`config.mk`:
```
export PLATFORM = sky130hd
export DESIGN_NAME = serial_link_ctrl
export DESIGN_NICKNAME = d
export VERILOG_FILES = /design/src/rtl/serial_link_ctrl.sv
export SDC_FILE = /design/constraint.sdc
export NUM_CORES = 1
export LEC_CHECK = 0
export ABC_CLOCK_PERIOD_IN_PS = 2000
export CORE_UTILIZATION = 50
export DETAILED_ROUTE_END_ITERATION = 12
export PLACE_DENSITY_LB_ADDON = 0.3
export REMOVE_ABC_BUFFERS = 1
export SLEW_MARGIN = 20
export SYNTH_ARGS = -nofsm -noshare
export SYNTH_HDL_FRONTEND = slang
export SYNTH_SLANG_ARGS = --single-unit
```
`constraint.sdc`:
```
create_clock -name clk_i -period 2 [get_ports clk_i]
set_input_delay 0.4 -clock clk_i [delete_from_list [all_inputs] [get_ports clk_i]]
set_output_delay 0.4 -clock clk_i [all_outputs]
set_load 0.05 [all_outputs]
```
`src/rtl/serial_link_ctrl.sv`:
```
// serial_link_ctrl: host-register driven 3-wire serial link controller.
// TX serialiser with programmable prescaler, RX deserialiser behind 2-FF
// synchronisers, RX FIFO and a registered status word.
// Optional even-parity framing is enabled by defining SERIAL_LINK_PARITY_EN.
module serial_link_ctrl #(
  parameter int DATA_WIDTH = 8,
  parameter int REG_WIDTH  = 8,
  parameter int FIFO_DEPTH = 4
) (
  input  logic                          clk_i,
  input  logic                          reset_i,
  input  logic [REG_WIDTH-1:0]          pre_reg_i,
  input  logic [REG_WIDTH-1:0]          cmd_reg_i,
  input  logic [DATA_WIDTH-1:0]         data_i,
  output logic [DATA_WIDTH-1:0]         data_o,
  output logic [REG_WIDTH-1:0]          status_reg_o,
  output logic [$clog2(FIFO_DEPTH):0]   rx_count_o,
  output logic                          en_o,
  output logic                          sda_o,
  output logic                          scl_o,
  input  logic                          en_i,
  input  logic                          sda_i,
  input  logic                          scl_i
);

`ifdef SERIAL_LINK_PARITY_EN
  localparam int NBITS = DATA_WIDTH + 1;
`else
  localparam int NBITS = DATA_WIDTH;
`endif
  localparam int PTR_W = $clog2(FIFO_DEPTH);
  localparam int CNT_W = PTR_W + 1;
  localparam int BIT_W = $clog2(NBITS + 1);
  localparam logic [BIT_W-1:0] LAST_BIT = BIT_W'(NBITS - 1);
  localparam logic [CNT_W-1:0] FULL_CNT = CNT_W'(FIFO_DEPTH);

  typedef enum logic {TX_IDLE, TX_SHIFT} tx_state_t;
  typedef enum logic [1:0] {RX_IDLE, RX_SHIFT, RX_WAIT} rx_state_t;

  // Command edge detection
  logic [2:0] cmd_q;
  logic       start_edge, pop_edge, clr_edge;
  logic       unused_cmd;

  assign start_edge = cmd_reg_i[0] & ~cmd_q[0];
  assign pop_edge   = cmd_reg_i[1] & ~cmd_q[1];
  assign clr_edge   = cmd_reg_i[2] & ~cmd_q[2];
  assign unused_cmd = ^cmd_reg_i[REG_WIDTH-1:3];

  // Remember previous command bits so each action fires on a 0->1 transition
  always_ff @(posedge clk_i or posedge reset_i) begin
    if (reset_i) cmd_q <= '0;
    else         cmd_q <= cmd_reg_i[2:0];
  end

  // ---------------- TX ----------------
  tx_state_t             tx_state;
  logic [REG_WIDTH-1:0]  tx_pre;
  logic [REG_WIDTH-1:0]  tx_div;
  logic [BIT_W-1:0]      tx_bit;
  logic [NBITS-1:0]      tx_sh;
  logic [NBITS-1:0]      tx_word;
  logic                  tx_load, tx_shift;

`ifdef SERIAL_LINK_PARITY_EN
  assign tx_word = {data_i, ^data_i};
`else
  assign tx_word = data_i;
`endif
  assign tx_load  = (tx_state == TX_IDLE) & start_edge;
  assign tx_shift = (tx_state == TX_SHIFT) & (tx_div == tx_pre) & scl_o & (tx_bit != LAST_BIT);

  // TX frame word: loaded on accepted start, shifted left at each bit boundary
  always_ff @(posedge clk_i) begin
    if (tx_load)       tx_sh <= tx_word;
    else if (tx_shift) tx_sh <= tx_sh << 1;
  end

  // TX FSM with registered link outputs; prescaler latched at start
  always_ff @(posedge clk_i or posedge reset_i) begin
    if (reset_i) begin
      tx_state <= TX_IDLE;
      tx_pre   <= '0;
      tx_div   <= '0;
      tx_bit   <= '0;
      en_o     <= 1'b0;
      sda_o    <= 1'b0;
      scl_o    <= 1'b0;
    end else begin
      case (tx_state)
        TX_IDLE: begin
          if (start_edge) begin
            tx_state <= TX_SHIFT;
            tx_pre   <= pre_reg_i;
            tx_div   <= '0;
            tx_bit   <= '0;
            en_o     <= 1'b1;
            scl_o    <= 1'b0;
            sda_o    <= tx_word[NBITS-1];
          end
        end
        TX_SHIFT: begin
          if (tx_div == tx_pre) begin
            tx_div <= '0;
            if (!scl_o) begin
              scl_o <= 1'b1;
            end else if (tx_bit == LAST_BIT) begin
              tx_state <= TX_IDLE;
              en_o     <= 1'b0;
              sda_o    <= 1'b0;
              scl_o    <= 1'b0;
            end else begin
              scl_o  <= 1'b0;
              tx_bit <= tx_bit + 1'b1;
              sda_o  <= tx_sh[NBITS-2];
            end
          end else begin
            tx_div <= tx_div + 1'b1;
          end
        end
        default: tx_state <= TX_IDLE;
      endcase
    end
  end

  // ---------------- RX ----------------
  logic [2:0] en_sync_p;
  logic [2:0] scl_sync_p;
  logic [1:0] sda_sync_p;
  logic       en_s, sda_s, en_rise, scl_rise;

  assign en_s     = en_sync_p[1];
  assign sda_s    = sda_sync_p[1];
  assign en_rise  = en_sync_p[1] & ~en_sync_p[2];
  assign scl_rise = scl_sync_p[1] & ~scl_sync_p[2];

  // Two-stage synchronisers plus one history stage for edge detection
  always_ff @(posedge clk_i or posedge reset_i) begin
    if (reset_i) begin
      en_sync_p  <= '0;
      scl_sync_p <= '0;
      sda_sync_p <= '0;
    end else begin
      en_sync_p  <= {en_sync_p[1:0], en_i};
      scl_sync_p <= {scl_sync_p[1:0], scl_i};
      sda_sync_p <= {sda_sync_p[0], sda_i};
    end
  end

  rx_state_t         rx_state;
  logic [BIT_W-1:0]  rx_bit;
  logic [NBITS-1:0]  rx_sh;
  logic              rx_push;
  logic              rx_ferr;
  logic              rx_sample;
  logic              rx_perr;
  logic [DATA_WIDTH-1:0] rx_word;

  assign rx_sample = (rx_state == RX_SHIFT) & en_s & scl_rise;
  assign rx_ferr   = (rx_state == RX_SHIFT) & ~en_s & (rx_bit != '0);
`ifdef SERIAL_LINK_PARITY_EN
  assign rx_word = rx_sh[NBITS-1:1];
  assign rx_perr = rx_push & (^rx_sh);
`else
  assign rx_word = rx_sh;
  assign rx_perr = 1'b0;
`endif

  // RX shift register, MSB first
  always_ff @(posedge clk_i) begin
    if (rx_sample) rx_sh <= {rx_sh[NBITS-2:0], sda_s};
  end

  // RX FSM: frame opens on en rise, pushes one cycle after the last sample
  always_ff @(posedge clk_i or posedge reset_i) begin
    if (reset_i) begin
      rx_state <= RX_IDLE;
      rx_bit   <= '0;
      rx_push  <= 1'b0;
    end else begin
      rx_push <= 1'b0;
      case (rx_state)
        RX_IDLE: begin
          if (en_rise) begin
            rx_state <= RX_SHIFT;
            rx_bit   <= '0;
          end
        end
        RX_SHIFT: begin
          if (!en_s) begin
            rx_state <= RX_IDLE;
          end else if (scl_rise) begin
            rx_bit <= rx_bit + 1'b1;
            if (rx_bit == LAST_BIT) begin
              rx_push  <= 1'b1;
              rx_state <= RX_WAIT;
            end
          end
        end
        RX_WAIT: begin
          if (!en_s) rx_state <= RX_IDLE;
        end
        default: rx_state <= RX_IDLE;
      endcase
    end
  end

  // ---------------- FIFO and flags ----------------
  logic [DATA_WIDTH-1:0] fifo_mem [FIFO_DEPTH];
  logic [PTR_W-1:0]      wr_ptr, rd_ptr;
  logic [CNT_W-1:0]      count_nxt;
  logic                  pop_ok, wr_ok, ovf_c;
  logic                  ovf_q, ferr_q, perr_q;
  logic                  ovf_nxt, ferr_nxt, perr_nxt;
  logic [REG_WIDTH-1:0]  status_nxt;

  assign pop_ok = pop_edge & (rx_count_o != '0);
  assign wr_ok  = rx_push & ((rx_count_o != FULL_CNT) | pop_ok);
  assign ovf_c  = rx_push & (rx_count_o == FULL_CNT) & ~pop_ok;
  assign data_o = (rx_count_o != '0) ? fifo_mem[rd_ptr] : '0;

  // Next occupancy, sticky flags and status word
  always_comb begin
    count_nxt = rx_count_o;
    if (wr_ok && !pop_ok)      count_nxt = rx_count_o + 1'b1;
    else if (!wr_ok && pop_ok) count_nxt = rx_count_o - 1'b1;
    ovf_nxt  = (ovf_q  & ~clr_edge) | ovf_c;
    ferr_nxt = (ferr_q & ~clr_edge) | rx_ferr;
    perr_nxt = (perr_q & ~clr_edge) | rx_perr;
    status_nxt    = '0;
    status_nxt[0] = (tx_state == TX_SHIFT);
    status_nxt[1] = (count_nxt != '0);
    status_nxt[2] = (count_nxt == FULL_CNT);
    status_nxt[3] = ovf_nxt;
    status_nxt[4] = ferr_nxt;
    status_nxt[5] = perr_nxt;
  end

  // FIFO storage write
  always_ff @(posedge clk_i) begin
    if (wr_ok) fifo_mem[wr_ptr] <= rx_word;
  end

  // FIFO pointers, occupancy, sticky flags and registered status
  always_ff @(posedge clk_i or posedge reset_i) begin
    if (reset_i) begin
      wr_ptr       <= '0;
      rd_ptr       <= '0;
      rx_count_o   <= '0;
      ovf_q        <= 1'b0;
      ferr_q       <= 1'b0;
      perr_q       <= 1'b0;
      status_reg_o <= '0;
    end else begin
      if (wr_ok)  wr_ptr <= wr_ptr + 1'b1;
      if (pop_ok) rd_ptr <= rd_ptr + 1'b1;
      rx_count_o   <= count_nxt;
      ovf_q        <= ovf_nxt;
      ferr_q       <= ferr_nxt;
      perr_q       <= perr_nxt;
      status_reg_o <= status_nxt;
    end
  end

endmodule

```
==> reports/qor.txt <==
outcome: finished with violations
failing checks: negative setup slack
VDD IR max: 0.0004951 V
Async SR Flop Fraction: 0.5392
core footprint: 8636 um2
fin area: 5502 um2
Setup CP Type: reg2out
Slew headroom: 0.4318
die height: 96.20 um
synth unique cells: 56
Mapped Area: 4437 um2
worst r2r path cells: 7
global route total overflow: 0
fmax: 468.1 MHz
CP startpoint: rd_ptr[0]
P&R area growth vs syn: 24.00%
vias in the first global route: 2739
initial core utilization: 0.5138
clk_skew: 0.01222 ns
Final WS setup: -0.1363 ns
#FFs+latches synth: 102
Synth warnings: 0
IO Pins: 51
CP Capture Type: primary output
largest net degree at the start of global routing: 42
vias per inst: 5.269
sequential-to-total area share from yosys stat: 0.6283
post-route minimum period: 2.136 ns
RD Place Congestion: 0.7756
dpl hpwl: 5356 um
die width: 96.20 um
gate count of the mapped netlist: 351
Tot GR Track Use: 0.1921
clock root buffer: clkbuf_8
worst hold path class: in2async
setup violators final: 8
worst setup path endpoint: data_o[3]
vias post-DR: 2798
Post-Route WL: 7815 um
Cell Area, Placed: 5149 um2
WP data arrival: 1.74 ns
Post-synth EDFFs: 47
CP startpoint kind: register
Power, Total: 0.006583 W
crit-path max FO: 4
PortBufs: 43
initial antenna violation count: 0
DR pass1 iterations: 4
most common cell after layout, fill and taps aside: nand2_1
r2r setup slk: 0.10 ns
Die Area: 9254 um2
number of H-tree levels: 3
Worst-Skew Late Latency: 0.37 ns
drt first-iter violations: 104
DRC Markers: 0
Max Root-Sink Buffers: 2
count of nets after finishing: 458
Most used DFF post-synth: dfrtp_1
Num Clock Sinks: 102
CTS Buf Count: 9
reg-to-reg endpoint: rx_count_o[2]
RSZ-0062 raised after global routing: yes
most frequent cells in the layout: nand2_1 (63), dfrtp_1 (54), edfxtp_1 (47)
Reg-to-Reg Start: rx_count_o[0]
wire per inst: 14.72 um
Reg clk slew, reported paths: 0.11 ns
CTS tree: built
row cnt: 34
Antenna Nets Post-Route: 0
PwrDens: 1197 nW/um2
syn_area_per_cell: 12.64 um2
proportion of layout cells with a drive suffix above 1: 0.1986
Worst EP required: 1.60 ns
first-pass GRT wire length: 13010 um
Tcrit/Tclk final: 1.068
ANT cells: 0
Slew Viols, Final: 0
Final Hold Vio Count: 0
# Max-Cap Violations: 0
Worst-Margin Slew: 0.8523 ns
Leak: 2.237 nW
cell usage after synthesis, types with 3 or more instances:
| library cell | count | area (um2) |
|---|---|---|
| buf_4 | 5 | 37.54 |
| dfrtp_1 | 55 | 1376 |
| mux2i_1 | 3 | 30.03 |
| xor2_1 | 3 | 26.28 |
| ha_1 | 11 | 137.6 |
| and3_1 | 3 | 18.77 |
| nor2_1 | 12 | 45.04 |
| xnor2_1 | 11 | 96.34 |
| edfxtp_1 | 47 | 1411 |
| o21ai_0 | 12 | 60.06 |
| buf_2 | 4 | 20.02 |
| nor2b_1 | 6 | 37.54 |
| a21oi_1 | 7 | 35.03 |
| nor3_1 | 3 | 15.01 |
| nor4_1 | 3 | 18.77 |
| o211ai_1 | 9 | 67.56 |
| inv_1 | 16 | 60.06 |
| clkbuf_1 | 4 | 15.01 |
| and2_1 | 16 | 100.1 |
| nand2b_1 | 3 | 18.77 |
| mux4_2 | 8 | 180.2 |
| nand2_1 | 63 | 236.5 |
| nand3_1 | 5 | 25.02 |
per-layer routing:
metal | GRT usage | vias up | routed length (um)
met3 | 0.04423 | 9 | 238
li1 | - | 1375 | -
met2 | 0.3209 | 54 | 4007
met1 | 0.2412 | 1360 | 3454
met5 | 0 | - | 0
met4 | 0.07836 | 0 | 114
where the power goes:
part	switching, W	leakage, nW	internal [W]	total, W
Combinational	0.00133	1.04	0.00127	0.00260
Clock	0.000787	0.104	0.000504	0.00129
Sequential	0.000284	1.10	0.00241	0.00270
Total	0.00240	2.24	0.00418	0.00658
worst max-delay path, cell delays in order, from the launching register on:
cell	delay, ns
dfrtp_2	0.43
clkbuf_16	0.16
mux4_2	0.49
and2_4	0.15
buf_8	0.14
flip-flops by register name, summed over array words and instances, names as in the netlist, 2 cells and up:
register	cells
rx_sh	8
status_reg_o	6
cmd_q	3
scl_sync_p	3
sda_sync_p	2
rx_count_o	3
tx_div	8
rx_state	2
fifo_mem	32
rx_bit	4
tx_bit	4
tx_pre	8
wr_ptr	2
rd_ptr	2
tx_sh	7
en_sync_p	3
worst min-delay path by stage:
| stage | endpoint | start | cells after the start |
|---|---|---|---|
| global placement | scl_sync_p[1] | scl_sync_p[0] | 0 |
| CTS | rx_bit[1] | reset_i | 2 |
| global route | rx_bit[1] | reset_i | 2 |
| floorplan | en_sync_p[1] | en_sync_p[0] | 0 |
| finish | rx_bit[1] | reset_i | 2 |
| detailed placement | sda_sync_p[1] | sda_sync_p[0] | 0 |
per-stage QoR:
step / instances / utilization / setup slack (ns) / TNS [ns] / hold slack [ns]
after floorplan: 339 / - / -0.2871 / -7.660 / 0.3312
after global placement: 511 / 0.5962 / -0.1146 / -1.590 / 0.3331
after detailed placement: 511 / 0.5962 / -0.1287 / -2.049 / 0.3373
after CTS: 529 / 0.6274 / -0.1515 / -1.110 / 0.2892
after global routing: 531 / 0.6371 / -0.2050 / -1.556 / 0.3094
final: 531 / 0.6371 / -0.1363 / -1.017 / 0.2964
cells by family after synthesis:
family                     synth area share
and+or+nand+nor                      0.1543
DFF                                  0.6283
AOI/OAI and AO/OA                   0.07812
buffers and inverters               0.02989
xor gates and xnor gates            0.02764
muxes                               0.04991
adders and majority gates           0.03102
other                             0.0008452
timing repair:
action,CTS,global route
resized for setup,16,16
hold endpoints to repair,0,0
gates cloned,0,1
hold buffers,0,0
buffers inserted,2,1
setup endpoints to repair,8,13
pin swaps,1,8
cell type report:
cell class                      count  area (um2)
Clock buffer                        9       123.9
Clock inverter                      7       78.83
Fill cell                         645        3134
Inverter                           16       60.06
Multi-Input combinational cell    221        1556
Sequential cell                   102        2789
Tap cell                          108       135.1
Timing Repair Buffer               68       758.2
No activity file was read; power rests on OpenSTA's default activity.
